--- src/rtl/pcileech_rst_seq.sv ---
// pcileech_rst_seq: lock-filtered, staggered multi-domain reset sequencer.
// Optional PERST# handling is enabled by defining PCILEECH_RST_SEQ_PERST_EN.
module pcileech_rst_seq #(
    parameter int NUM_DOMAINS    = 3,
    parameter int HOLD_CYCLES    = 64,
    parameter int STAGGER_CYCLES = 16,
    parameter int LOCK_FILTER    = 8
) (
    input  logic                   clk,
    input  logic                   rst_n,
    input  logic                   clk_locked,
    input  logic                   pcie_perst_n,
    input  logic                   sw_rst_req,
    output logic [NUM_DOMAINS-1:0] rst_out,
    output logic                   all_released,
    output logic [2:0]             seq_state,
    output logic [15:0]            rst_count,
    output logic [63:0]            tickcount64
);

    localparam int LW = $clog2(LOCK_FILTER + 1);
    localparam int HW = $clog2(HOLD_CYCLES + 1);
    localparam int SW = $clog2((NUM_DOMAINS - 1) * STAGGER_CYCLES + 2);

    localparam logic [NUM_DOMAINS-1:0] ALL_ON    = {NUM_DOMAINS{1'b1}};
    localparam logic [NUM_DOMAINS-1:0] FIRST_OFF = ALL_ON << 1;

    typedef enum logic [2:0] {
        S_WAIT_LOCK = 3'd0,
        S_HOLD      = 3'd1,
        S_RELEASE   = 3'd2,
        S_RUN       = 3'd3
    } state_e;

    state_e                 state_q;
    logic [LW-1:0]          filt_q;
    logic [LW-1:0]          filt_d;
    logic [HW-1:0]          hold_q;
    logic [HW-1:0]          hold_d;
    logic [SW-1:0]          stag_q;
    logic [SW-1:0]          stag_d;
    logic [NUM_DOMAINS-1:0] rst_out_q;
    logic [NUM_DOMAINS-1:0] rel_clr;
    logic [NUM_DOMAINS-1:0] rst_rel_d;
    logic                   all_rel_q;
    logic [15:0]            rst_count_q;
    logic [15:0]            rst_cnt_d;
    logic [63:0]            tick_q;
    logic [63:0]            tick_d;

    logic lock_meta_q;
    logic lock_s_q;
    logic perst_s;
    logic perst_fall;
    logic restart;

    // Two-flop synchroniser for the clock-wizard lock
    always_ff @(posedge clk or negedge rst_n) begin
        if (!rst_n) begin
            lock_meta_q <= 1'b0;
            lock_s_q    <= 1'b0;
        end else begin
            lock_meta_q <= clk_locked;
            lock_s_q    <= lock_meta_q;
        end
    end

`ifdef PCILEECH_RST_SEQ_PERST_EN
    logic perst_meta_q;
    logic perst_s_q;
    logic perst_prev_q;

    // Two-flop PERST# synchroniser plus one delay flop for fall detection
    always_ff @(posedge clk or negedge rst_n) begin
        if (!rst_n) begin
            perst_meta_q <= 1'b0;
            perst_s_q    <= 1'b0;
            perst_prev_q <= 1'b0;
        end else begin
            perst_meta_q <= pcie_perst_n;
            perst_s_q    <= perst_meta_q;
            perst_prev_q <= perst_s_q;
        end
    end

    assign perst_s    = perst_s_q;
    assign perst_fall = perst_prev_q & ~perst_s_q;
`else
    logic unused_perst;

    assign unused_perst = pcie_perst_n;
    assign perst_s      = 1'b1;
    assign perst_fall   = 1'b0;
`endif

    assign tick_d    = tick_q + 64'd1;
    assign filt_d    = filt_q + 1'b1;
    assign hold_d    = hold_q + 1'b1;
    assign stag_d    = stag_q + 1'b1;
    assign rst_cnt_d = (rst_count_q == 16'hFFFF) ? rst_count_q
                                                 : rst_count_q + 16'd1;

    // Lock loss outranks PERST#, which outranks the software request
    assign restart = ~lock_s_q | perst_fall | sw_rst_req;

    // Domains whose release slot lands on the next stagger count
    always_comb begin
        rel_clr = '0;
        for (int i = 0; i < NUM_DOMAINS; i++) begin
            rel_clr[i] = (stag_d == SW'(i * STAGGER_CYCLES));
        end
        rst_rel_d = rst_out_q & ~rel_clr;
    end

    // Free-running shared cycle counter
    always_ff @(posedge clk or negedge rst_n) begin
        if (!rst_n) begin
            tick_q <= '0;
        end else begin
            tick_q <= tick_d;
        end
    end

    // Sequencer FSM with registered reset outputs and restart counter
    always_ff @(posedge clk or negedge rst_n) begin
        if (!rst_n) begin
            state_q     <= S_WAIT_LOCK;
            filt_q      <= '0;
            hold_q      <= '0;
            stag_q      <= '0;
            rst_out_q   <= ALL_ON;
            all_rel_q   <= 1'b0;
            rst_count_q <= '0;
        end else if (state_q != S_WAIT_LOCK && restart) begin
            rst_out_q   <= ALL_ON;
            all_rel_q   <= 1'b0;
            rst_count_q <= rst_cnt_d;
            filt_q      <= '0;
            hold_q      <= '0;
            stag_q      <= '0;
            state_q     <= lock_s_q ? S_HOLD : S_WAIT_LOCK;
        end else begin
            unique case (state_q)
                S_WAIT_LOCK: begin
                    rst_out_q <= ALL_ON;
                    all_rel_q <= 1'b0;
                    if (!lock_s_q) begin
                        filt_q <= '0;
                    end else if (filt_d == LW'(LOCK_FILTER)) begin
                        filt_q  <= '0;
                        hold_q  <= '0;
                        state_q <= S_HOLD;
                    end else begin
                        filt_q <= filt_d;
                    end
                end
                S_HOLD: begin
                    if (!perst_s) begin
                        hold_q <= '0;
                    end else if (hold_q == HW'(HOLD_CYCLES - 1)) begin
                        hold_q    <= '0;
                        stag_q    <= '0;
                        rst_out_q <= FIRST_OFF;
                        state_q   <= S_RELEASE;
                    end else begin
                        hold_q <= hold_d;
                    end
                end
                S_RELEASE: begin
                    stag_q    <= stag_d;
                    rst_out_q <= rst_rel_d;
                    if (!rst_rel_d[NUM_DOMAINS-1]) begin
                        state_q   <= S_RUN;
                        all_rel_q <= 1'b1;
                    end
                end
                S_RUN: begin
                    rst_out_q <= '0;
                    all_rel_q <= 1'b1;
                end
                default: begin
                    rst_out_q <= ALL_ON;
                    all_rel_q <= 1'b0;
                    state_q   <= S_WAIT_LOCK;
                end
            endcase
        end
    end

    assign rst_out      = rst_out_q;
    assign all_released = all_rel_q;
    assign seq_state    = state_q;
    assign rst_count    = rst_count_q;
    assign tickcount64  = tick_q;

endmodule

--- config.mk ---
export PLATFORM = sky130hd
export DESIGN_NAME = pcileech_rst_seq
export DESIGN_NICKNAME = d
export VERILOG_FILES = /design/src/rtl/pcileech_rst_seq.sv
export SDC_FILE = /design/constraint.sdc
export NUM_CORES = 1
export LEC_CHECK = 0
export CAP_MARGIN = 25
export CORE_ASPECT_RATIO = 0.5
export CORE_MARGIN = 2
export CORE_UTILIZATION = 50
export CTS_BUF_LIST = sky130_fd_sc_hd__clkbuf_8
export CTS_CLUSTER_DIAMETER = 150
export DETAILED_ROUTE_END_ITERATION = 7
export PLACE_DENSITY = 0.76
export SETUP_SLACK_MARGIN = 0.3
export SLEW_MARGIN = 10
export SYNTH_ARGS = -nofsm -noshare
export SYNTH_HDL_FRONTEND = slang
export SYNTH_SLANG_ARGS = --single-unit
--- constraint.sdc ---
create_clock -name clk -period 3 [get_ports clk]
set_clock_uncertainty 0.2 [all_clocks]
set_input_delay 0.3 -clock clk [delete_from_list [all_inputs] [get_ports clk]]
set_output_delay 0.3 -clock clk [all_outputs]
set_load 0.05 [all_outputs]
== Word-level counts from Yosys, hierarchy flattened ==
Index checks and enable logic that the tools add are counted.

* Bits of input ports: 5
* Flip-flop bits (word level): 106
* Output and inout bits: 87
* Logic and storage cells: 71

* Reduce and logical (&&, ||, !) cells: 12
* Equality and inequality tests: 14
* Bitwise operators: 5
* Add/sub/neg operators: 5
* Multiplexer cells: 25

{| class="wikitable"
|+ Operator list
! operator !! number
|-
| adder 64 x 1 -> 64 bit, second input constant || 1
|-
| two-way mux 7 bit || 4
|-
| two-way mux 3 bit || 7
|-
| adder 16 x 1 -> 16 bit, second input constant || 1
|-
| equality test 16 bit, second input constant || 1
|-
| two-way mux 4 bit || 4
|-
| one-hot mux 7 bit (2 select lines) || 1
|-
| two-way mux 6 bit || 2
|-
| != test 3 bit, second input constant || 4
|-
| one-hot mux 3 bit (4 select lines) || 1
|-
| one-hot mux 6 bit (2 select lines) || 1
|-
| one-hot mux 3 bit (3 select lines) || 1
|-
| nonzero test 3 bit || 3
|-
| adder 7 x 1 -> 7 bit, second input constant || 1
|-
| equality test 7 x 6 -> 1 bit, second input constant || 1
|-
| adder 6 x 1 -> 6 bit, second input constant || 1
|-
| equality test 3 x 2 -> 1 bit, second input constant || 2
|-
| equality test 6 x 5 -> 1 bit, second input constant || 1
|-
| equality test 6 bit, second input constant || 1
|-
| zero test 6 bit || 1
|-
| AND reduction 2 bit || 3
|-
| AND reduction 5 bit || 1
|-
| adder 4 x 1 -> 4 bit, second input constant || 1
|-
| equality test 4 bit, second input constant || 1
|-
| other kinds (12) || 16
|}

== Longest topological paths before layout ==
* Depth after elaboration: 7
* Gate-level depth with buffers: 8
* Gate-level depth less buffers: 7

== Least setup slack after synthesis ==
Ideal clock, no wire load.

* Path kind: reg2reg
* From: register state_q[1], in the netlist seq_state[1]
* To: register rst_count_q[13], in the netlist rst_count[13]
* Path slack: 0.315 ns
* Required time: 2.659 ns
* Data arrival time: 2.344 ns
* Setup time: 0.141 ns
* Stages on the path, launching flop included: 8
* Cell sequence: dfrtp_1 -> inv_1 -> ha_1 -> clkbuf_1 -> nor3_1 -> nor4b_1 -> nand4_1 -> xnor2_1

* Cells in the longest elaborated chain, start to end: 3

{| class="wikitable"
|+ Ends and longest elaborated chain
! item !! RTL line !! RTL
|-
| from (decl) || 35 || <nowiki>state_e state_q;</nowiki>
|-
| from (signal assigned) || 141 || <nowiki>state_q <= lock_s_q ? S_HOLD : S_WAIT_LOCK;</nowiki>
|-
| nonzero test 3 bit || 134 || <nowiki>end else if (state_q != S_WAIT_LOCK && restart) begin</nowiki>
|-
| logical AND 1 bit || 134 ||
|-
| AND reduction 2 bit (no line) || - ||
|-
| to (signal assigned) || 137 || <nowiki>rst_count_q <= rst_cnt_d;</nowiki>
|-
| to (decl) || 46 || <nowiki>logic [15:0] rst_count_q;</nowiki>
|}

Every way passes these cells.
A chain may end at the register's enable or synchronous reset.

== Worst setup path after layout ==
* From: register tick_q[20], in the netlist tickcount64[20]
* To: register tick_q[63], in the netlist tickcount64[63]

* Cells in the longest elaborated chain, start to end: 1

{| class="wikitable"
|+ Ends and longest elaborated chain
! item !! RTL line !! RTL
|-
| from (decl) || 48 || <nowiki>logic [63:0] tick_q;</nowiki>
|-
| from (signal assigned) || 120 || <nowiki>tick_q <= tick_d;</nowiki>
|-
| adder 64 x 1 -> 64 bit || 96 || <nowiki>assign tick_d = tick_q + 64'd1;</nowiki>
|-
| via tick_d[63] || 49 || <nowiki>logic [63:0] tick_d;</nowiki>
|}

The timed path passes the listed nets, and every way through them passes these cells.

==> impl_metrics.env <==
export IMPL_outcome="finished clean"
export IMPL_cts_buffers=9
export IMPL_drt_wirelength_per_cell_um=15.4
export IMPL_syn_inst=509
export IMPL_layout_commonest_cell="dfrtp_1"
export IMPL_setup_violations_final=0
export IMPL_drive_above_1_share_pct=9.88
export IMPL_grt_max_degree=53
export IMPL_overflow=0
export IMPL_cts_buffer_depth=2
export IMPL_crit_slowest_cell="nor4_4"
export IMPL_drv_cap=0
export IMPL_synthTopCellsByArea="dfrtp_1 (48%), xnor2_1 (7.2%), xor2_1 (5.7%)"
export IMPL_initial_core_util_pct=51.9
export IMPL_min_path_type="flip-flop to flip-flop"
export IMPL_tns_ns=0
export IMPL_synth_top_area_share_pct=47.7
export IMPL_final_cell_mix="dfrtp_1 (102), clkdlybuf4s50_1 (88), nand2_1 (48), xnor2_1 (44), nand3_1 (39)"
export IMPL_ys_seq_elements=105
export IMPL_die_x_um=150
export IMPL_crit_path_max_incr_delay_ns=0.49
export IMPL_min_period_ns=2.50
export IMPL_syn_num_nets=524
export IMPL_rsz0062_at_grt="false"
export IMPL_fin_crit_sh_pct=83.2
export IMPL_required_ns=3.09
export IMPL_tightest_slew_ns=0.658
export IMPL_synth_flop_cell="dfrtp_1"
export IMPL_slew_violations=0
export IMPL_nNetsFinal=617
export IMPL_path_class="flip-flop to flip-flop"
export IMPL_ioPinCount=92
export IMPL_dr_pass1_iters=4
export IMPL_htreeDepth=3
export IMPL_final_cell_area_sq_mm=0.00661
export IMPL_avgSynthCellArea_sq_um=10.5
export IMPL_globalRouteTotalUtil_pct=20.7
export IMPL_grt_pass1_vias=4077
export IMPL_cp_max_fo=14
export IMPL_async_reset_ff_share_pct=100
export IMPL_clock_sinks=105
export IMPL_yosysWarnings=0
export IMPL_clk_latency_ns=0.37
export IMPL_clk_pin_slew_ns=0.10
export IMPL_port_buffers=89
export IMPL_fmax_mhz=401
export IMPL_yosysTopAreaCell="dfrtp_1"
export IMPL_cp_arrival_ns=2.58
export IMPL_fp_dieH_um=77.2
export IMPL_cts_tree="yes"
export IMPL_p_leak_nw=2.91
export IMPL_crit_path_cell_trace="nand3_1 -> nor4_4 -> nand3_2 -> nor4_2 -> xor2_1"
export IMPL_syn_to_final_growth_pct=23.4
export IMPL_yosysUniqueCellTypes=59
export IMPL_cp_end_kind="flip-flop"
export IMPL_ys_seq_area_share_pct=49.1
export IMPL_finalHoldViolations=0
export IMPL_antenna_found_initial=0
export IMPL_critPathBufInv=0
export IMPL_core_sq_mm=0.0103
export IMPL_drc=0
export IMPL_drt_wl_total_um=11500
export IMPL_via_per_inst=5.39
export IMPL_post_cts_buffers=0
export IMPL_antenna_cells=0
export IMPL_root_buffer="clkbuf_8"
export IMPL_ant_nets=0
export IMPL_die_area_sq_mm=0.0116
export IMPL_syn_area_sq_mm=0.00536
export IMPL_start_kind="flip-flop"
export IMPL_post_dp_cell_area_sq_mm=0.00640
export IMPL_place_hpwl_um=8340
export IMPL_num_vias=4028
export IMPL_maxSlewHeadroom_pct=56.1
export IMPL_power_density_mw_per_mm2=543
export IMPL_grt_pass1_wl_um=19500
export IMPL_drt_iter0_markers=153
export IMPL_crit_family="simple AND/OR/NAND/NOR gates"
export IMPL_row_count=26
export IMPL_finalWeightedCongestion=0.803
export IMPL_irDropWorstVdd_mv=0.272
export IMPL_synth_edf_count=0
[power breakdown]
group	switching (mW)	internal (mW)	leakage, nW
clock	0.486	0.389	0.108
combinational	0.686	0.384	1.38
sequential	0.121	1.52	1.42
total	1.29	2.30	2.91
[final cells by class]
type                            count  area [sq um]
Clock buffer                        9           124
Clock inverter                      7          71.3
Fill cell                         819          3700
Inverter                           19          71.3
Multi-Input combinational cell    368          2570
Sequential cell                   105          2630
Tap cell                          140           175
Timing Repair Buffer               99           966
[cell families (layout without fill, tap and decap cells)]
kind of cell,count (synthesis),count (layout),share of synthesized area (%)
AOI/OAI and AO/OA,56,56,7.08
xor gates and xnor gates,79,79,12.9
adders and majority gates,10,10,2.34
buffers and inverters,36,134,2.99
DFF,105,105,49.1
muxes,9,9,1.75
other,1,1,0.0700
and+or+nand+nor,213,213,23.7
[sequential cells by signal (all words and copies together) (netlist names)]
name          count
filt_q            4
hold_q            7
all_released      1
tickcount64      64
lock_s_q          1
seq_state         2
stag_q            6
rst_out           3
lock_meta_q       1
rst_count        16
[path summary, 6_finish.rpt]
check                                          startpoint  depth (start not counted)                        end  slack [ns]
worst min register to register      lock_meta_q$_DFF_PN0_                          0         lock_s_q$_DFF_PN0_        0.15
worst max register to register  tickcount64[20]$_DFF_PN0_                          5  tickcount64[63]$_DFF_PN0_        0.50
worst max-delay path            tickcount64[20]$_DFF_PN0_                          5  tickcount64[63]$_DFF_PN0_        0.50
worst min-delay path                lock_meta_q$_DFF_PN0_                          0         lock_s_q$_DFF_PN0_        0.15
min in group asynchronous                           rst_n                          2   tickcount64[2]$_DFF_PN0_        0.30
max in group asynchronous                           rst_n                          3     rst_out[0]$_DFFE_PN1P_        1.50
[worst register-to-register path, delay by kind of cell (launching register included)]
family        cells  cell delay (ns)
xor+xnor          1             0.17
flops             1             0.44
simple gates      4             1.60
[synth_stat cells, types with 8 or more instances]
master / n
nand3_1: 39
xnor2_1: 44
clkbuf_1: 10
dfrtp_1: 102
and4_1: 8
xor2_1: 35
nand4_1: 10
nor3_2: 12
ha_1: 10
inv_1: 19
nor2_1: 29
a21oi_1: 11
nor3_1: 16
nand2_1: 48
and3_1: 10
a31oi_1: 8
o21ai_0: 12
[metrics by stage]
step	total power, mW	cells	setup slack [ns]	hold WS (ns)	utilization (%)
after floorplan	2.38	509	0.315	-0.196	-
after global placement	2.72	730	0.484	0.132	62.0
after detailed placement	2.74	730	0.410	0.136	62.0
after CTS	3.62	747	0.415	0.157	64.0
after global routing	3.80	747	0.318	0.154	64.1
final	3.59	747	0.504	0.154	64.1
[layer usage]
metal	GRT usage, %	vias to the layer above	share of wire [%]	wire length [um]
li1	-	1961	-	-
met3	4.94	5	3.1	361
met2	34.4	67	50	5730
met5	0	-	0	0
met4	3.87	0	0.48	55
met1	27.9	1995	46	5320
[timing repair]
action | in CTS | in global routing
setup endpoints to repair | 0 | 3
hold endpoints to repair | 49 | 0
gates resized for setup | 0 | 1
hold buffers | 1 | 0
No activity file was read; power rests on OpenSTA's default activity.
==> RTL change: new RTL, same flow settings <==
The parameter `STAGGER_CYCLES` goes from 16 to 32.
--- a/src/rtl/pcileech_rst_seq.sv
+++ b/src/rtl/pcileech_rst_seq.sv
@@ -3,7 +3,7 @@
 module pcileech_rst_seq #(
     parameter int NUM_DOMAINS    = 3,
     parameter int HOLD_CYCLES    = 64,
-    parameter int STAGGER_CYCLES = 16,
+    parameter int STAGGER_CYCLES = 32,
     parameter int LOCK_FILTER    = 8
 ) (
     input  logic                   clk,
Formal check against the unedited RTL: same outputs for any inputs over 10 cycles, from zero or initial values and one cycle with rst_n low; that may be too few to reach the edited logic, so the function may still have changed.
==> RTL change against the original RTL <==
- clock power decreased by 2%
- largest power group unchanged
- routed wire length decreased by 1.6%
- via count increased by 1.8%
- fmax increased by 0.96%
- setup slack improved by 24 ps
- design area about the same
- area after synthesis about the same
- count of clock-buffer cells in the layout increased by 2
- sequential cell count increased by 1
- core utilization about the same
- synthesized cell count increased by 0.20%
- power decreased by 2.2%
- non-clock buffer count decreased by 1
==> RTL change: results (changes against the original RTL) <==
Worst setup path
  • Worst path top cell family by delay: flip-flops
  • Slowest CP cell: dfrtp_1
  • Crit Path Max Fanout: 12 (-2)
  • Worst EP arrival: 2540 ps (-40 ps)

Global route
  • Largest net degree at the start of global routing: 58 (+9.4%)
  • Number of global-route vias before repair: 4,038 (-0.96%)
  • First-pass GRT wire length: 19,500 um (+0.18%)
  • Total global-route track usage: 0.208 (+0.000822)

Detailed routing
  • Final wirelength: 11,300 um (-1.6%)
  • DRT iter0 DRCs: 133 (-13%)
  • Vias: 4,100 (+1.8%)
  • DR vias/cell: 5.46 (+1.2%)

Logic synthesis
  • Ranking of synthesized cells by area: dfrtp_1, xnor2_1, nand3_1
  • Post-synth top cells: dfrtp_1, xnor2_1, nand2_1
  • Post-synthesis sequential area ratio: 0.496 (+0.00502)
  • Syn_nets: 525 (+0.19%)
  • Netlist cell types: 67 (+14%)
  • Avg Inst Size Synth: 10.5 um^2 (-0.27%)
  • Ys flop type: dfrtp_1

Timing
  • Least-Margin Pin Slew: 690 ps (+32.4 ps)

Finish
  • Layout cells sized above 1: 0.0769 (-0.0219)
  • NumNets Final: 621 (+0.65%)
  • Max reg flops: 64 (unchanged)
  • ANT cells: 0 (unchanged)

Clock tree
  • Clock root buffer: clkbuf_8
  • CTS max path bufs: 2 (unchanged)

Power
  • Internal power: 0.00224 W (-2.6%)
  • Leak: 2.85 nW (-2.1%)
  • Worst vdd ir: 255 uV (-6.3%)

Placed design
  • Port-buffer cells: 89 (unchanged)
  • Post-place instance area: 6410 um^2 (+0.20%)
  • Hpwl dp: 8100 um (-2.8%)
  • GPL Wtd Cong: 0.825 (+2.7%)
  • Dpl cells: 734 (+0.55%)
  • Post-place setup slack: 551 ps (+141 ps)

Status
  • Outcome: finished clean
RTL change: changes by cell type in the layout (fill, tap and decap cells not counted), moves of 4 or more:
cell	change
xnor2_1	+19
xor2_1	-17
nor4_2	-4
o22ai_1	+6
inv_1	-9
a31oi_1	-4
nor3_1	-7
nand4_1	+8
nor3_2	-10
nand3_1	+4
nor2b_1	-4
o2bb2ai_1	+4
and3_1	+10
RTL change: worst paths after layout:
path	startpoint	endpoint	slack, ps	depth (start not counted)
setup / recovery	seq_state[1]$_DFFE_PN0P_	rst_count[1]$_DFFE_PN0P_	530	6
hold / removal	lock_meta_q$_DFF_PN0_	lock_s_q$_DFF_PN0_	150	0
setup reg to reg	seq_state[1]$_DFFE_PN0P_	rst_count[1]$_DFFE_PN0P_	530	6
hold reg to reg	lock_meta_q$_DFF_PN0_	lock_s_q$_DFF_PN0_	150	0
max in group asynchronous	rst_n	rst_out[2]$_DFFE_PN1P_	1460	3
min in group asynchronous	rst_n	tickcount64[19]$_DFF_PN0_	310	2
RTL change: power groups by stage:
stage / clock network (W) / registers (W) / logic [W]
finish: 0.000859 / 0.00165 / 0.00100
global route: 0.000948 / 0.00167 / 0.00109
CTS: 0.000887 / 0.00165 / 0.00101
detailed placement: 0 / 0.00168 / 0.00100
global placement: 0 / 0.00167 / 0.000985
floorplan: 0 / 0.00189 / 0.000479
RTL change: layout make-up:
type                       count  area (um^2)
sequential                   106         2660
clock buffer                  11          151
clock inverter                 5         41.3
inverter                      13         48.8
fill                         846         3700
tap                          140          175
timing repair buffer          98          958
multi-input combinational    378         2580
RTL change: cell families (layout without fill, tap and decap cells):
group,Yosys count,count (layout),synth area share
compound gates,69,69,0.0898
xor+xnor,81,81,0.133
fa+ha+maj,10,10,0.0234
buf+inv,26,127,0.0213
flops,106,106,0.496
mux,7,7,0.0138
other cells,1,1,0.000701
simple gates,210,210,0.222
RTL change: repair_timing:
item,CTS,global route
gates resized for setup,0,0
hold buffers,1,0
hold endpoints to repair,54,0
RTL change: through the flow:
| step | utilization | hold WS [ps] | total power (W) |
|---|---|---|---|
| 3_5_place_dp | 0.622 | 144 | 0.00268 |
| 6_report | 0.641 | 154 | 0.00351 |
| 3_3_place_gp | 0.622 | 135 | 0.00266 |
| 5_1_grt | 0.641 | 142 | 0.00371 |
| 4_1_cts | 0.641 | 148 | 0.00355 |
| 2_1_floorplan | - | -196 | 0.00237 |
RTL change: per-layer routing:
metal	share of wire	wire length, um	global-route usage	up-vias
li1	-	-	-	2005
met1	0.48	5400	0.279	2029
met2	0.48	5470	0.345	55
met3	0.028	320	0.0458	11
met4	0.0084	95	0.0481	0
met5	0	0	0	-
